===== config.mk =====
export PLATFORM = sky130hd
export DESIGN_NAME = song_sequencer
export DESIGN_NICKNAME = d
export VERILOG_FILES = /design/src/rtl/song_pkg.sv /design/src/rtl/song_rom.sv /design/src/rtl/song_sequencer.sv
export SDC_FILE = /design/constraint.sdc
export NUM_CORES = 1
export LEC_CHECK = 0
export BUFFER_PORTS_ARGS = -buffer_cell sky130_fd_sc_hd__buf_4
export CAP_MARGIN = 20
export CORE_MARGIN = 2
export CORE_UTILIZATION = 49
export CTS_CLUSTER_DIAMETER = 50
export DETAILED_ROUTE_END_ITERATION = 8
export PLACE_DENSITY = 0.76
export SYNTH_ARGS = -nofsm -noshare
export SYNTH_HDL_FRONTEND = slang
export SYNTH_SLANG_ARGS = --single-unit

===== constraint.sdc =====
create_clock -name clk -period 2.45 [get_ports clk]
set_input_delay 0.6125 -clock clk [delete_from_list [all_inputs] [get_ports clk]]
set_output_delay 0.6125 -clock clk [all_outputs]
set_load 0.03 [all_outputs]

===== src/rtl/song_pkg.sv =====
// Shared definitions for the song sequencer:
// note codes, FSM states and width helpers.
package song_pkg;

  localparam logic [3:0] NOTE_REST = 4'h0;
  localparam logic [3:0] NOTE_DO   = 4'h1;
  localparam logic [3:0] NOTE_RE   = 4'h2;
  localparam logic [3:0] NOTE_MI   = 4'h3;
  localparam logic [3:0] NOTE_FA   = 4'h4;
  localparam logic [3:0] NOTE_SO   = 4'h5;
  localparam logic [3:0] NOTE_LA   = 4'h6;
  localparam logic [3:0] NOTE_TI   = 4'h7;
  localparam logic [3:0] NOTE_PAD  = 4'hF;

  typedef enum logic [2:0] {
    S_IDLE,
    S_FETCH,
    S_SKIP,
    S_PLAY,
    S_GAP
  } state_e;

  function automatic int clog2_min1(input int n);
    return (n > 1) ? $clog2(n) : 1;
  endfunction

  function automatic int sel_w(input int num_songs);
    return clog2_min1(num_songs);
  endfunction

  function automatic int idx_w(input int max_len);
    return clog2_min1(max_len);
  endfunction

endpackage


===== src/rtl/song_rom.sv =====
// Song library ROM: one registered read per cycle,
// data valid the cycle after the address.
module song_rom
  import song_pkg::*;
#(
  parameter int NUM_SONGS = 4,
  parameter int MAX_LEN   = 64,
  parameter int NOTE_W    = 4
) (
  input  logic                         clk,
  input  logic [sel_w(NUM_SONGS)-1:0]  song_sel,
  input  logic [idx_w(MAX_LEN)-1:0]    idx,
  output logic [NOTE_W-1:0]            code
);

  function automatic logic [3:0] lookup(
    input int s,
    input int i
  );
    logic [3:0] c;
    c = NOTE_PAD;
    case (s)
      // little star
      0: case (i)
        0, 1:    c = NOTE_DO;
        2, 3:    c = NOTE_SO;
        4, 5:    c = NOTE_LA;
        6:       c = NOTE_SO;
        default: c = NOTE_PAD;
      endcase
      // happy birthday, 8 leading pads
      1: case (i)
        8, 9:    c = NOTE_SO;
        10:      c = NOTE_LA;
        11:      c = NOTE_SO;
        12:      c = NOTE_DO;
        13:      c = NOTE_TI;
        14:      c = NOTE_REST;
        15, 16:  c = NOTE_SO;
        17:      c = NOTE_LA;
        18:      c = NOTE_SO;
        19:      c = NOTE_RE;
        20:      c = NOTE_DO;
        default: c = NOTE_PAD;
      endcase
      // two tigers, repeated to fill every slot
      2: case (i % 16)
        0, 3, 4, 7: c = NOTE_DO;
        1, 5:       c = NOTE_RE;
        2, 6, 8:    c = NOTE_MI;
        12:         c = NOTE_MI;
        9, 13:      c = NOTE_FA;
        10, 14:     c = NOTE_SO;
        default:    c = NOTE_REST;
      endcase
      default: c = NOTE_PAD;
    endcase
    return c;
  endfunction

  // registered read
  always_ff @(posedge clk) begin
    code <= NOTE_W'(lookup(int'(song_sel), int'(idx)));
  end

endmodule


===== src/rtl/song_sequencer.sv =====
// Plays one ROM song note-by-note at a fixed tempo,
// with pause, stop, loop and leading-pad skipping.
module song_sequencer
  import song_pkg::*;
#(
  parameter int NUM_SONGS  = 4,
  parameter int MAX_LEN    = 64,
  parameter int NOTE_W     = 4,
  parameter int TICK_DIV   = 100000,
  parameter int NOTE_TICKS = 25,
  parameter int GAP_TICKS  = 5
) (
  input  logic                         clk,
  input  logic                         rst_n,
  input  logic                         start,
  input  logic                         stop,
  input  logic                         pause,
  input  logic [sel_w(NUM_SONGS)-1:0]  song_sel,
  input  logic                         loop_en,
  output logic [NOTE_W-1:0]            note_out,
  output logic                         note_valid,
  output logic [idx_w(MAX_LEN)-1:0]    note_idx,
  output logic                         busy,
  output logic                         done
);

  localparam int SW   = sel_w(NUM_SONGS);
  localparam int IW   = idx_w(MAX_LEN);
  localparam int PW   = clog2_min1(TICK_DIV);
  localparam int TMAX =
    (NOTE_TICKS > GAP_TICKS) ? NOTE_TICKS : GAP_TICKS;
  localparam int TW   = clog2_min1(TMAX);

  localparam logic [IW-1:0] LAST = IW'(MAX_LEN - 1);
  localparam logic [PW-1:0] PRE_END = PW'(TICK_DIV - 1);
  localparam logic [TW-1:0] NOTE_END = TW'(NOTE_TICKS - 1);
  localparam logic [TW-1:0] GAP_END =
    TW'((GAP_TICKS > 0) ? GAP_TICKS - 1 : 0);
  localparam logic [NOTE_W-1:0] PAD_CODE = NOTE_W'(NOTE_PAD);

  state_e            state_q;
  logic [IW-1:0]     idx_q;
  logic [PW-1:0]     pre_q;
  logic [TW-1:0]     tick_q;
  logic [NOTE_W-1:0] note_q;
  logic [SW-1:0]     sel_q;
  logic              valid_q;
  logic              busy_q;
  logic              done_q;
  logic              played_q;
  logic              loop_q;

  logic [NOTE_W-1:0] rom_code;
  logic [IW-1:0]     rom_idx;
  logic              freeze;
  logic              tick;
  logic              note_end;
  logic              gap_end;
  logic              last_slot;
  logic              next_pad;
  logic [IW-1:0]     adv_idx;
  state_e            adv_state;
  logic              adv_done;
  logic              adv_wrap;

  assign freeze    = pause && (state_q != S_IDLE);
  assign tick      = (pre_q == PRE_END);
  assign note_end  = tick && (tick_q == NOTE_END);
  assign gap_end   = tick && (tick_q == GAP_END);
  assign last_slot = (idx_q == LAST);
  assign next_pad  = (rom_code == PAD_CODE);

  // look one slot ahead while sounding so the end test is ready
  always_comb begin
    rom_idx = idx_q;
    if ((state_q == S_PLAY || state_q == S_GAP) && !last_slot)
      rom_idx = idx_q + IW'(1);
  end

  // where to go once a note (and its gap) has finished
  always_comb begin
    adv_idx   = idx_q + IW'(1);
    adv_state = S_FETCH;
    adv_done  = 1'b0;
    adv_wrap  = 1'b0;
    if (last_slot || next_pad) begin
      if (loop_q) begin
        adv_idx  = '0;
        adv_wrap = 1'b1;
      end else begin
        adv_idx   = idx_q;
        adv_state = S_IDLE;
        adv_done  = 1'b1;
      end
    end
  end

  song_rom #(
    .NUM_SONGS (NUM_SONGS),
    .MAX_LEN   (MAX_LEN),
    .NOTE_W    (NOTE_W)
  ) u_rom (
    .clk      (clk),
    .song_sel (sel_q),
    .idx      (rom_idx),
    .code     (rom_code)
  );

  // playback FSM with tempo counters and registered outputs
  always_ff @(posedge clk or negedge rst_n) begin
    if (!rst_n) begin
      state_q  <= S_IDLE;
      idx_q    <= '0;
      pre_q    <= '0;
      tick_q   <= '0;
      note_q   <= '0;
      sel_q    <= '0;
      valid_q  <= 1'b0;
      busy_q   <= 1'b0;
      done_q   <= 1'b0;
      played_q <= 1'b0;
      loop_q   <= 1'b0;
    end else begin
      valid_q <= 1'b0;
      done_q  <= 1'b0;
      if (stop && state_q != S_IDLE) begin
        state_q <= S_IDLE;
        note_q  <= '0;
        busy_q  <= 1'b0;
        pre_q   <= '0;
        tick_q  <= '0;
      end else if (!freeze) begin
        unique case (state_q)
          S_IDLE: begin
            if (start) begin
              state_q  <= S_FETCH;
              idx_q    <= '0;
              sel_q    <= song_sel;
              loop_q   <= loop_en;
              busy_q   <= 1'b1;
              played_q <= 1'b0;
            end
          end
          S_FETCH: state_q <= S_SKIP;
          S_SKIP: begin
            if (rom_code == PAD_CODE) begin
              if (!played_q && !last_slot) begin
                idx_q   <= idx_q + IW'(1);
                state_q <= S_FETCH;
              end else begin
                state_q <= S_IDLE;
                busy_q  <= 1'b0;
                done_q  <= 1'b1;
              end
            end else begin
              note_q   <= rom_code;
              valid_q  <= (rom_code != '0);
              played_q <= 1'b1;
              pre_q    <= '0;
              tick_q   <= '0;
              state_q  <= S_PLAY;
            end
          end
          S_PLAY: begin
            pre_q <= tick ? '0 : pre_q + PW'(1);
            if (tick) tick_q <= tick_q + TW'(1);
            if (note_end) begin
              pre_q  <= '0;
              tick_q <= '0;
              note_q <= '0;
              if (GAP_TICKS > 0) begin
                state_q <= S_GAP;
              end else begin
                state_q <= adv_state;
                idx_q   <= adv_idx;
                done_q  <= adv_done;
                busy_q  <= ~adv_done;
                if (adv_wrap) played_q <= 1'b0;
              end
            end
          end
          S_GAP: begin
            pre_q <= tick ? '0 : pre_q + PW'(1);
            if (tick) tick_q <= tick_q + TW'(1);
            if (gap_end) begin
              pre_q   <= '0;
              tick_q  <= '0;
              state_q <= adv_state;
              idx_q   <= adv_idx;
              done_q  <= adv_done;
              busy_q  <= ~adv_done;
              if (adv_wrap) played_q <= 1'b0;
            end
          end
          default: state_q <= S_IDLE;
        endcase
      end
    end
  end

  assign note_out   = freeze ? '0 : note_q;
  assign note_valid = valid_q;
  assign note_idx   = idx_q;
  assign busy       = busy_q;
  assign done       = done_q;

endmodule

# Word-level counts from Yosys, hierarchy flattened
# Memories as Yosys holds them, arrays and structs flattened.
# Cells that the tools add are included.
[totals] inputBits=8 reg_bits=46 rom_bits=176 out_inout_bits=13 n_memories=2
[classes] n_eq_ne=31 n_mux=67 reduce_logical=29 n_addsub=3 bitwise=3
[memory_table] memory="(no name shown)" depth=32 word_bits=4 rd=1 rd_ports_with_merged_regs=0 wr=0 line_no="song_rom.sv:32" text="1: case (i)"
[memory_table] memory="(no name shown)" depth=16 word_bits=3 rd=1 rd_ports_with_merged_regs=0 wr=0 line_no="song_rom.sv:47" text="2: case (i % 16)"
[op_table] cell="17-bit two-way mux" n=6
[op_table] cell="17-bit one-hot mux with 3 select lines" n=1
[op_table] cell="6-bit two-way mux" n=7
[op_table] cell="5-bit two-way mux" n=6
[op_table] cell="1-bit two-way mux" n=26
[op_table] cell="4-bit two-way mux" n=6
[op_table] cell="4-bit one-hot mux with 3 select lines" n=2
[op_table] cell="6-bit by 3-bit equality test with 1-bit output, second input constant" n=3
[op_table] cell="3-bit two-way mux" n=6
[op_table] cell="6-bit one-hot mux with 3 select lines" n=1
[op_table] cell="17-bit by 1-bit adder with 17-bit output, second input constant" n=1
[op_table] cell="17-bit equality test, second input constant" n=1
[op_table] cell="3-bit != test, second input constant" n=5
[op_table] cell="3-bit one-hot mux with 5 select lines" n=1
[op_table] cell="5-bit one-hot mux with 3 select lines" n=1
[op_table] cell="6-bit by 2-bit equality test with 1-bit output, second input constant" n=2
[op_table] cell="2-bit != test, second input constant" n=6
[op_table] cell="4-bit AND reduction" n=3
[op_table] cell="4-bit nonzero test" n=3
[op_table] cell="3-bit nonzero test" n=3
[op_table] cell="4-bit one-hot mux with 2 select lines" n=1
[op_table] cell="8-bit AND reduction" n=1
[op_table] cell="7-bit AND reduction" n=1
[op_table] cell="6-bit by 1-bit adder with 6-bit output, second input constant" n=1
[op_table] cell="26 further kinds" n=39

# Depth between registers and ports, before layout
# Gate-level depths: netlist of run 1.
[depth] depth_word=8 mapped_depth=11 mapped_depth_nobuf=11

# Cells and area by module
# Synthesis of run 1 repeated with hierarchy kept, for this count alone.
[hier_totals] hier_cells=365 hier_area_um2=3155.5
[by_module_without_submodules] module="song_sequencer" cells_per_inst=315 seq_area_each_um2=1051.0 area_each_um2=2728.9 n_inst=1
[by_module_without_submodules] module="song_rom" cells_per_inst=50 seq_area_each_um2=80.1 area_each_um2=426.7 n_inst=1

# Worst setup path after synthesis of run 1
# No wires, ideal clock.
[synth_path] path_type="register -> register" start="register idx_q[1], in the netlist note_idx[1]" end="register u_rom.code[2]" slack_ns=-0.310 arrival_ns=2.641 t_required_ns=2.330 stages_incl_launch_ff=11 period_less_slack_ns=2.760 path_cell_list="dfrtp_1 > ha_1 > nand2_1 > o22ai_2 > mux2_2 > inv_1 > ha_1 > o21ai_0 > nor3b_1 > a221oi_2 > a211o_1"
[synth_via] elab_chain_len=8 elab_cells_between_ends=20 cone_classes="add/sub: 1; eq/ne: 7; mux: 4; reduce/logical: 6; memory: 2"
[synth_rtl] element="start: declaration" line_no="song_sequencer.sv:42" text="logic [IW-1:0] idx_q;"
[synth_rtl] element="start signal: assignment" line_no="song_sequencer.sv:148" text="idx_q <= idx_q + IW'(1);"
[synth_rtl] element="start signal: assignment" line_no="song_sequencer.sv:175" text="idx_q <= adv_idx;"
[synth_rtl] element="start signal: assignment" line_no="song_sequencer.sv:189" text="idx_q <= adv_idx;"
[synth_rtl] element="parallel branches: the longest is 3 deep, another holds 6-bit by 1-bit adder with 6-bit output"
[synth_rtl] element="6-bit two-way mux *" line_no="song_sequencer.sv:76" text="if ((state_q == S_PLAY || state_q == S_GAP) && !last_slot)"
[synth_rtl] element="parallel branches: the longest is 3 deep, another holds memory read 32 x 4 bit"
[synth_rtl] element="4-bit one-hot mux with 3 select lines *" line_no="song_rom.sv:22" text="case (s)"
[synth_rtl] element="end signal: assignment" line_no="song_rom.sv:63" text="code <= NOTE_W'(lookup(int'(song_sel), int'(idx)));"
[synth_rtl] element="end: declaration" line_no="song_rom.sv:13" text="output logic [NOTE_W-1:0] code"
# Mark *: on every way between the ends.
# A chain may end at the register's enable or synchronous reset.

# Final worst setup path of run 1
# Ends and elaborated chain as after synthesis.

==> results of run 1 <==
## registers in the layout, indices dropped and copies added, names as in the netlist
| register | count |
|---|---|
| note_idx | 6 |
| sel_q | 2 |
| loop_q | 1 |
| done | 1 |
| state_q | 3 |
| busy | 1 |
| note_q | 4 |
| played_q | 1 |
| note_valid | 1 |
| pre_q | 17 |
| tick_q | 5 |
| u_rom.code | 4 |
## synthesized netlist by cell type, drive strengths merged (5+ instances only)
| cell type | count | area (um2) |
|---|---|---|
| nand2b | 6 | 45.0 |
| o41ai | 5 | 51.3 |
| buf | 10 | 70.1 |
| nor3 | 9 | 45.0 |
| inv | 15 | 56.3 |
| dfrtp | 42 | 1050 |
| nand4 | 8 | 71.3 |
| a21oi | 23 | 134 |
| o31ai | 8 | 60.1 |
| clkbuf | 10 | 38.8 |
| nand3 | 16 | 80.1 |
| xor2 | 5 | 43.8 |
| nor3b | 7 | 57.6 |
| nand2 | 28 | 105 |
| ha | 9 | 113 |
| o21ai | 42 | 210 |
| nor2 | 36 | 135 |
| or3 | 5 | 31.3 |
| o211ai | 7 | 52.6 |
| and3 | 6 | 38.8 |
| and2 | 5 | 31.3 |
| mux2i | 13 | 130 |
| mux2 | 6 | 67.6 |
## per-stage QoR
| step | instances | cell area [um2] | TNS, ps | worst slack, ps | hold slack (ps) |
|---|---|---|---|---|---|
| 3_5_place_dp | 509 | 3870 | 0 | 17.7 | 492 |
| 3_3_place_gp | 509 | 3870 | 0 | 60.1 | 498 |
| 4_1_cts | 517 | 3970 | 0 | 4.55 | 308 |
| 6_report | 517 | 4050 | 0 | 40.1 | 290 |
| 5_1_grt | 517 | 4050 | -69.7 | -41.6 | 333 |
| 2_1_floorplan | 388 | 3430 | -4.23 | -4.23 | 317 |
## per-layer routing
layer / global-route usage [%] / up-vias
met5: 0 / -
met4: 5.73 / 0
met3: 3.60 / 15
met2: 34.2 / 124
met1: 36.4 / 1544
li1: - / 1553
## report_power, final
part	total, mW	switching, mW	internal [mW]	leakage (nW)
registers	1.09	0.179	0.909	0.595
clock network	0.498	0.270	0.227	0.0472
logic	2.06	1.16	0.896	1.02
total	3.64	1.61	2.03	1.66
## cell families after synthesis
group           share of synthesized area (%)
xor+xnor                                 1.29
buf+inv                                  4.87
fa+ha+maj                                3.32
simple gates                             24.3
compound gates                           27.1
flops                                    33.4
mux                                      5.83
## worst paths after layout
kind,end,cells after the start,slack (ps),startpoint
min,pre_q[9],1,290,rst_n
max reg2reg,u_rom.code[2],8,40,note_idx[1]
max,u_rom.code[2],8,40,note_idx[1]
max in group asynchronous,note_idx[1],1,1770,rst_n
min in group clk,played_q,2,520,played_q
min reg2reg,played_q,2,520,played_q
## what timing repair did
item	in CTS	in global routing
endpoints found under the setup margin	1	14
gates resized for setup	1	17
pin swaps	0	5
## worst register-to-register path, cell delays in order, from the launching register on
cell	delay [ps]
dfrtp_2	430
ha_4	160
buf_4	150
and2_1	190
or3_1	370
o22ai_1	340
nor3b_2	300
a221oi_2	80
a211o_1	280
## cells in the final DEF (no fill, tap or decap), drive strengths merged, types with 5 or more instances in the layout
master  count
a21oi      23
and2        5
and3        6
buf        61
clkbuf      6
dfrtp      42
ha          9
inv        15
mux2        6
mux2i      13
nand2      28
nand2b      6
nand3      16
nand4       8
nor2       36
nor3        9
nor3b       7
o211ai      7
o21ai      42
o31ai       8
o41ai       5
or3         5
xor2        5
## area by class of cell
type / count / area share [%]
Multi-Input combinational cell: 307 / 54.4
Clock inverter: 2 / 0.309
Inverter: 15 / 1.39
Clock buffer: 6 / 2.04
Timing Repair Buffer: 61 / 11.3
Tap cell: 80 / 2.47
Sequential cell: 46 / 28.1
==> reports/summary.md, run 1 <==
* 43 — largest net degree at the start of global routing
* 50.2% — Initial Util
* 415 MHz — timing-limited maximum frequency
* 20 — Port Buffer Count
* simple AND/OR/NAND/NOR gates — kind of cell adding the most delay to the critical path
* 590 — Filler Cells Inserted
* 900 nW/um2 — total power per unit cell area
* 33.4% — sequential element share of the synthesized area
* 17.0 um — per-cell routed wire length
* 2600 ps — data arrival at the endpoint of the critical path
* 2 — largest buffer count on any clock path
* 84 — number of unique standard cell types used by synthesis
* 4.26 mm — routed length on met1
* 5 — number of detailed-routing iterations run before antenna repair
* 3.64 mW — total power draw
* 90 ps — clock input transition at the sequential cells of the worst setup and hold paths
* 27.2% — fraction of layout cells with a size suffix above 1
* 430 ps — biggest cell delay along the critical path
* dfrtp_2 — worst-path cell with the longest stage delay
* met4 — highest routed layer
* 2640 ps — required time reported for the critical path endpoint
* 6.51 mm — Detailed Place HPWL
* 0 — DRC violations left
* dfrtp_1 — Primary FF master, synth
* 0 — Inserted Diodes
* 0 — number of enable-type register cells in the synthesized netlist
* true — setup repair after global routing missed its margin
* 0 — residual antenna-violating net count after detailed routing
* 87.2 um — overall die width
* clkbuf_8 — root buffer selected by CTS
* 2,939 — vias in the first global route
* 258 — initial detailed-routing violation count
* done — TritonCTS clock tree
* 0 — final hold vios
* 64.0% — remaining max-slew budget at the tightest pin
* 23.5% — all-layer global routing usage
* register — endpoint type of the worst setup path
* 1140 um2 — flip-flop and latch area
* 8.79 mm — Routed WL
* 0.908 — GPL Wtd Cong
* 59.9% — final core utilization
* 91.3% — Async SR Flop Fraction
* 0 — hold_buf cts
* 21 — number of top-level design ports
* 7.87 ps — Worst Skew
* ha_4, buf_4, and2_1, or3_1, o22ai_1, nor3b_2, a221oi_2, a211o_1 — cell breakdown of the critical path
* 8.74 um2 — Synth Area per Inst
* 453 — Post-layout nets
* 388 — Post-Synthesis Cells
* 0 — Finish-stage setup viols
* 3.90 mm — length of routed met2 wiring
* 1.66 nW — leakage dissipation
* 7600 um2 — die footprint
* 0 — post-CTS setup repair buffer count
* 2200 um2 — multi-input gate area in the final layout
* 3,236 — via count
* 0 — pins over their slew limit
* 6.26 — Vias per Instance
* 1 — buffers and inverters on the worst path
* 0 — number of antenna violations at the first check in global routing
* 0.000523 V — Peak supply drop
* finished, final reports clean — outcome
* 3390 um2 — cell area after synthesis
* 0 — Yosys Warn Count
* 505 um — detailed-routed wire length on met3
* 7 — critical path peak fanout
* register to register — critical setup path kind
* 300 ps — clock latency on the worst-skew pair
* 540 ps — Least-Margin Pin Slew
* 14.4 mm — global-route wire length before repair
* 30 — placement row count
* 6760 um2 — area of the core
* 405 — synthesized netlist net count
* 19.4% — Area growth, synth to finish
* 87.2 um — vertical die dimension
* 5 — number of clock buffers inserted by TritonCTS
* 0 — number of max-cap violations
* 46 — #FFs+latches synth
* 46 — number of sinks on the clock net
* input pin to asynchronous set/reset pin — worst hold path class
* 2 — # H-tree levels
* 0 — global-route congestion overflow total
* register — crit path launch type
* 98.4% — portion of the clock cycle consumed by the worst path in the final layout
* 2410 ps — minimum clock period after layout
No activity file was read; power rests on OpenSTA's default activity.
==> run 2: changes to the inputs <==
--- a/config.mk
+++ b/config.mk
@@ -11,7 +11,9 @@
 export CORE_UTILIZATION = 49
 export CTS_CLUSTER_DIAMETER = 50
 export DETAILED_ROUTE_END_ITERATION = 8
+export GPL_ROUTABILITY_DRIVEN = 1
 export PLACE_DENSITY = 0.76
 export SYNTH_ARGS = -nofsm -noshare
 export SYNTH_HDL_FRONTEND = slang
+export SYNTH_HIERARCHICAL = 1
 export SYNTH_SLANG_ARGS = --single-unit
==> run 2 against run 1 <==
  * The flow now finishes with violations (negative setup slack)
  * Clock-buffer cell count stayed put
  * Combinational power down 5%
  * Power grew 2.4%
  * Non-clock buffer count fell by 12
  * Hold slack worse by 12 ps
  * Sequential power hardly changed
  * Synthesized cell count decreased by 5.9%
  * Worst setup slack got worse by 85 ps
  * Register-to-register slack lost 90 ps
  * Design area fell by 5.6%
  * Critical endpoint is now u_rom/code[1]
  * Largest power group unchanged
==> reports/summary.md, run 2 <==
* 0 — number of antenna violations at the first check in global routing
* 43 — largest net degree at the start of global routing
* -45.1 ps — worst setup margin
* 84.3 um — vertical die dimension
* 0.000970 V — Peak supply drop
* 0 — Inserted Diodes
* negative setup slack — violated checks
* 27.7% — simple logic cell fraction of the synthesized area
* 84.3 um — overall die width
* 6280 um2 — area of the core
* 310 ps — clock latency on the worst-skew pair
* 362 um — detailed-routed wire length on met3
* dfrtp_1 — most common cell in the synthesized netlist
* 50.3% — Initial Util
* 0 — hold_buf cts
* 2.19 mW — total internal power
* 16.2 um — per-cell routed wire length
* register — endpoint type of the worst setup path
* 2500 ps — minimum clock period after layout
* 2740 ps — data arrival at the endpoint of the critical path
* 35.8% — sequential element share of the synthesized area
* 3.76 mm — length of routed met2 wiring
* 541 — Filler Cells Inserted
* 1.63 nW — leakage dissipation
* 55.3% — remaining max-slew budget at the tightest pin
* 3.97% — Synth Area in Adders
* buf_4 — commonest non-fill, non-tap cell in the layout
* 6.28 — Vias per Instance
* 26.9% — fraction of layout cells with a size suffix above 1
* 401 MHz — timing-limited maximum frequency
* -50 ps — R2R setup slack
* 72 — number of unique standard cell types used by synthesis
* 0.872 — GPL Wtd Cong
* register — crit path launch type
* 46 — number of sinks on the clock net
* 28.6% — sequential share of power
* input pin to asynchronous set/reset pin — worst hold path class
* simple AND/OR/NAND/NOR gates — combinational family with the most area after synthesis
* 5 — number of clock buffers inserted by TritonCTS
* 100 ps — clock input transition at the sequential cells of the worst setup and hold paths
* register to register — critical setup path kind
* 0 — number of enable-type register cells in the synthesized netlist
* 5.40 mm — Detailed Place HPWL
* 22.4% — all-layer global routing usage
* 671 ps — Least-Margin Pin Slew
* 0 — number of max-cap violations
* finished with violations — outcome
* 2,850 — vias in the first global route
* 6 — critical path peak fanout
* true — setup repair after global routing missed its margin
* 11.9 ps — Worst Skew
* 1130 um2 — flip-flop and latch area
* clkbuf_8 — root buffer selected by CTS
* 17 — number of flip-flops under the largest register name
* 2 — # H-tree levels
* 2020 um2 — multi-input gate area in the final layout
* 278 ps — worst hold slack
* 365 — Post-Synthesis Cells
* 19.0% — Clock Power Share
* 383 — synthesized netlist net count
* 6 — Yosys Warn Count
* 3,027 — via count
* done — TritonCTS clock tree
* dfrtp_1 (42), o21ai_0 (37), nand2_1 (35) — top cell types by occurrence after synthesis
* 60.9% — final core utilization
* 4 — Finish-stage setup viols
* 46 — #FFs+latches synth
* 33.3% — area share of the largest cell type after synthesis
* 41.4% — switching power as a share of total power
* 7.81 mm — Routed WL
* dfrtp_1 (33%), o21ai_0 (5.9%), nand2_1 (4.2%), ha_1 (4.0%), nor2_1 (3.8%) — Synth area leaders
* 10 — number of cell instances on the worst register-to-register path
* met4 — highest routed layer
* 0 — residual antenna-violating net count after detailed routing
* 1.11% — xor-xnor portion of the synthesized cell area
* 2690 ps — required time reported for the critical path endpoint
* 21 — number of top-level design ports
* 3.97% — fraction of synthesized area in multiplexers
* 1.54 mW — switching component of the power
* 7100 um2 — die footprint
* 20 — Port Buffer Count
* dfrtp_1 — Primary FF master, synth
* 21.1% — Area growth, synth to finish
* 2 — largest buffer count on any clock path
* 3.56 mm — routed length on met1
* 5 — number of detailed-routing iterations run before antenna repair
* u_rom/code[1] — endpoint of the worst register-to-register path
* state_q[1] — startpoint of the most critical register-to-register path
* 0 — final hold vios
* 29 — placement row count
* 52.4% — combinational fraction of design power
* 233 — initial detailed-routing violation count
* 8.65 um2 — Synth Area per Inst
* 23.0% — compound-cell area share of the yosys netlist
* dfrtp_1 — cell type with the highest aggregate area in the netlist
* 13.2 mm — global-route wire length before repair
* pre_q — largest reg by FF count
* 91.3% — Async SR Flop Fraction
* 0 — global-route congestion overflow total
* 0 — DRC violations left
* 0 — pins over their slew limit
* 102% — portion of the clock cycle consumed by the worst path in the final layout
* 422 — Post-layout nets
* 976 nW/um2 — total power per unit cell area
* 3160 um2 — cell area after synthesis
* buf_4 (49), dfrtp_1 (39), o21ai_0 (37) — commonest cells after routing, fill and taps aside
==> run 2: worst max path at each step <==
stage	startpoint	to	slack, ps
floorplan	state_q[1]	u_rom/code[1]	-20
global placement	state_q[0]	u_rom/code[3]	60
detailed placement	state_q[0]	u_rom/code[2]	10
CTS	state_q[0]	u_rom/code[1]	2
global route	state_q[1]	u_rom/code[1]	-120
finish	state_q[1]	u_rom/code[1]	-50
==> run 2: logic make-up after synthesis <==
family,Yosys count
simple gates,153
compound gates,108
flops,46
buf+inv,32
mux,12
fa+ha+maj,10
xor+xnor,4
==> run 2: through the flow <==
stage / TNS (ps) / setup WS, ps / area, um2 / power (mW) / cells
final: -125 / -45.1 / 3820 / 3.73 / 482
after detailed placement: 0 / 9.87 / 3560 / 2.89 / 462
after floorplan: -17.2 / -17.2 / 3290 / 2.43 / 365
after CTS: 0 / 1.54 / 3720 / 3.60 / 471
after global placement: 0 / 55.6 / 3560 / 2.85 / 462
after global routing: -398 / -120 / 3820 / 3.97 / 482
==> run 2: area by class of cell <==
class,instances,share of cell area (%)
flip-flops and latches,46,29.7
multi-input cells,287,52.9
clock inverters,2,1.57
clock buffers,6,2.16
repair buffers,49,9.63
well taps,77,2.52
inverters,15,1.54
==> run 2: power groups by stage <==
stage	sequential, mW	clock, mW	combinational [mW]
final	1.07	0.711	1.95
after global routing	1.09	0.751	2.13
after CTS	1.06	0.716	1.82
after detailed placement	1.08	0	1.81
after global placement	1.07	0	1.78
after floorplan	1.11	0	1.31
==> run 2: critical path, cell delays in order, from the launching register on <==
cell and delay (ps):
dfrtp_2 410, or3b_4 390, a21boi_4 160, or2_4 320, xnor2_4 270, inv_4 90
ha_4 190, nand2b_4 150, a32o_2 250, nand3_2 70, and3_1 150
==> run 2: metal layers <==
layer	global-route usage [%]	vias up
met2	36.4	98
met4	7.92	0
met5	0	-
li1	-	1425
met1	30.0	1492
met3	4.33	12
==> run 2: repair_timing <==
item,4_1_cts,5_1_grt
setup endpoints to repair,3,10
buffers inserted,1,11
pin swaps,2,12
gates resized for setup,1,8
==> run 3: changes to the inputs <==
--- a/config.mk
+++ b/config.mk
@@ -13,6 +13,7 @@
 export DETAILED_ROUTE_END_ITERATION = 8
 export GPL_ROUTABILITY_DRIVEN = 1
 export PLACE_DENSITY = 0.76
+export REMOVE_ABC_BUFFERS = 1
 export SYNTH_ARGS = -nofsm -noshare
 export SYNTH_HDL_FRONTEND = slang
 export SYNTH_HIERARCHICAL = 1
==> run 3 against run 2 <==
  * The run still ends with negative setup slack left
  * Cell count increased by 1.7%
  * First-iteration DRC count fell by 27%
  * Non-clock buffer count rose by 8
  * Maximum frequency grew 1.2%
  * Global-route usage fell by 1.1 points
  * Sequential share of layout area fell by 0.74 points
==> reports/summary.md, run 3 (synthesis gave the netlist of run 2 again) <==
* 12 — number of cell instances on the worst register-to-register path
* 16.3 um — per-cell routed wire length
* 0 — Inserted Diodes
* simple AND/OR/NAND/NOR gates — kind of cell adding the most delay to the critical path
* dfrtp_1 — worst-path cell with the longest stage delay
* 2 — Finish-stage setup viols
* u_rom/code[1] — endpoint of the worst register-to-register path
* 7.99 mm — Routed WL
* 43 — largest net degree at the start of global routing
* u_rom/code[1] — capturing element of the worst setup path
* 12 — logic depth of the worst path, buffers included
* 2670 ps — data arrival at the endpoint of the critical path
* 405 MHz — timing-limited maximum frequency
* 684 ps — Least-Margin Pin Slew
* 6280 um2 — area of the core
* 943 nW/um2 — total power per unit cell area
* negative setup slack — violated checks
* 2,690 — vias in the first global route
* register — endpoint type of the worst setup path
* input pin to asynchronous set/reset pin — worst hold path class
* 6.15 — Vias per Instance
* 6.45 ps — Worst Skew
* -138 ps — worst setup slack before clock tree synthesis
* 2470 ps — minimum clock period after layout
* 20 — Port Buffer Count
* register — crit path launch type
* 430 — Post-layout nets
* 0.000878 V — Peak supply drop
* 12.6 mm — global-route wire length before repair
* -20 ps — R2R setup slack
* buf_4 — most used cell, CP
* 4 — critical path peak fanout
* 28.8% — fraction of layout cells with a size suffix above 1
* 54.4% — remaining max-slew budget at the tightest pin
* pre_q — largest reg by FF count
* 300 ps — clock latency on the worst-skew pair
* 50.3% — Initial Util
* 21 — number of top-level design ports
* 7100 um2 — die footprint
* buf_4 — commonest non-fill, non-tap cell in the layout
* done — TritonCTS clock tree
* 5 — number of detailed-routing iterations run before antenna repair
* -16.2 ps — worst setup margin
* 101% — portion of the clock cycle consumed by the worst path in the final layout
* 29.9% — met1 demand-to-capacity share in global routing
* 90 ps — clock input transition at the sequential cells of the worst setup and hold paths
* 23.8% — Area growth, synth to finish
* 2650 ps — required time reported for the critical path endpoint
* met2 — Most Crowded Layer GR
* 35.3% — met2 layer usage reported by global route
* 5 — number of clock buffers inserted by TritonCTS
* 2 — largest buffer count on any clock path
* 17 — number of flip-flops under the largest register name
* 21.4% — all-layer global routing usage
* state_q[0] — startpoint of the most critical register-to-register path
* register to register — critical setup path kind
* state_q[0] — start point of the critical path
* 278 ps — worst hold slack
* 3910 um2 — final cell area excluding filler cells
* 0 — DRC violations left
* 2 — # H-tree levels
* 0 — residual antenna-violating net count after detailed routing
* 3,015 — via count
* 0 — pins over their slew limit
* 0 — final hold vios
* 29 — placement row count
* 0 — number of max-cap violations
* buf_4 (53), dfrtp_1 (42), o21ai_0 (35) — commonest cells after routing, fill and taps aside
* 5.22 mm — Detailed Place HPWL
* 84.3 um — vertical die dimension
* 84.3 um — overall die width
* or3b_4, a21boi_4, buf_4, nor2_1, nor2_1, a21oi_1, buf_4, nor3_4, buf_4, o211ai_4, nand4_1, and3_1 — cell breakdown of the critical path
* true — setup repair after global routing missed its margin
* 505 — Filler Cells Inserted
* 2080 um2 — multi-input gate area in the final layout
* 1.68 nW — leakage dissipation
* 1130 um2 — flip-flop and latch area
* 169 — initial detailed-routing violation count
* 46 — number of sinks on the clock net
* 2.95% — met3 track demand over resource
* clkbuf_8 — root buffer selected by CTS
* 0 — number of antenna violations at the first check in global routing
* finished with violations — outcome
* 3 — buffers and inverters on the worst path
* 0 — global-route congestion overflow total
* 3550 um2 — area of placed instances
* 410 ps — biggest cell delay along the critical path
* 0.952 — GPL Wtd Cong
-- run 3: cell count changes in the layout (fill, tap and decap cells not counted), sizes merged --
cell | before | now
buf | 49 | 57
bufinv | 2 | 0
clkinv | 0 | 1
clkinvlp | 0 | 1
-- run 3: worst min-delay path by stage --
| stage | start | end | slack [ps] | cells after the start |
|---|---|---|---|---|
| after detailed placement | u_rom/code[1] | note_q[1] | 480 | 2 |
| final | rst_n | note_idx[0] | 280 | 1 |
| after CTS | rst_n | note_valid | 310 | 1 |
| after floorplan | rst_n | busy | 320 | 0 |
| after global routing | rst_n | note_idx[1] | 340 | 1 |
| after global placement | u_rom/code[2] | note_q[2] | 480 | 2 |
-- run 3: metal layers --
layer | vias to the layer above | wire (um)
li1 | 1432 | -
met1 | 1478 | 3550
met2 | 95 | 3990
met3 | 10 | 338
met4 | 0 | 106
met5 | - | 0
-- run 3: timing repair --
action	4_1_cts	5_1_grt
setup buffers	0	6
endpoints found under the setup margin	4	6
pin swaps	1	21
hold buffers	0	0
gates resized for setup	7	37
-- run 3: metrics by stage --
stage | util [%] | setup TNS (ps) | total power, mW | std cells
final | 62.2 | -23.0 | 3.68 | 490
after global routing | 62.2 | -493 | 3.93 | 490
after CTS | 58.9 | 0 | 3.38 | 484
after detailed placement | 56.6 | -445 | 2.83 | 476
after global placement | 56.6 | -181 | 2.77 | 476
after floorplan | - | -1540 | 2.21 | 348
-- run 3: worst reg2reg max path, delay by kind of cell (launching register included) --
kind	cells	cell delay, ps
DFF	1	410
and+or+nand+nor	6	970
buffers and inverters	3	510
AOI/OAI and AO/OA	3	480
-- run 3: layout make-up --
cell class,count,area share [%]
clock inverters,2,0.320
clock buffers,6,2.11
well taps,77,2.47
inverters,15,1.51
flip-flops and latches,46,29.0
repair buffers,57,11.3
multi-input cells,287,53.3
-- run 3: power breakdown --
group / switching [mW] / internal, mW
sequential: 0.134 / 0.915
combinational: 1.22 / 0.914
clock: 0.276 / 0.227
total: 1.63 / 2.06
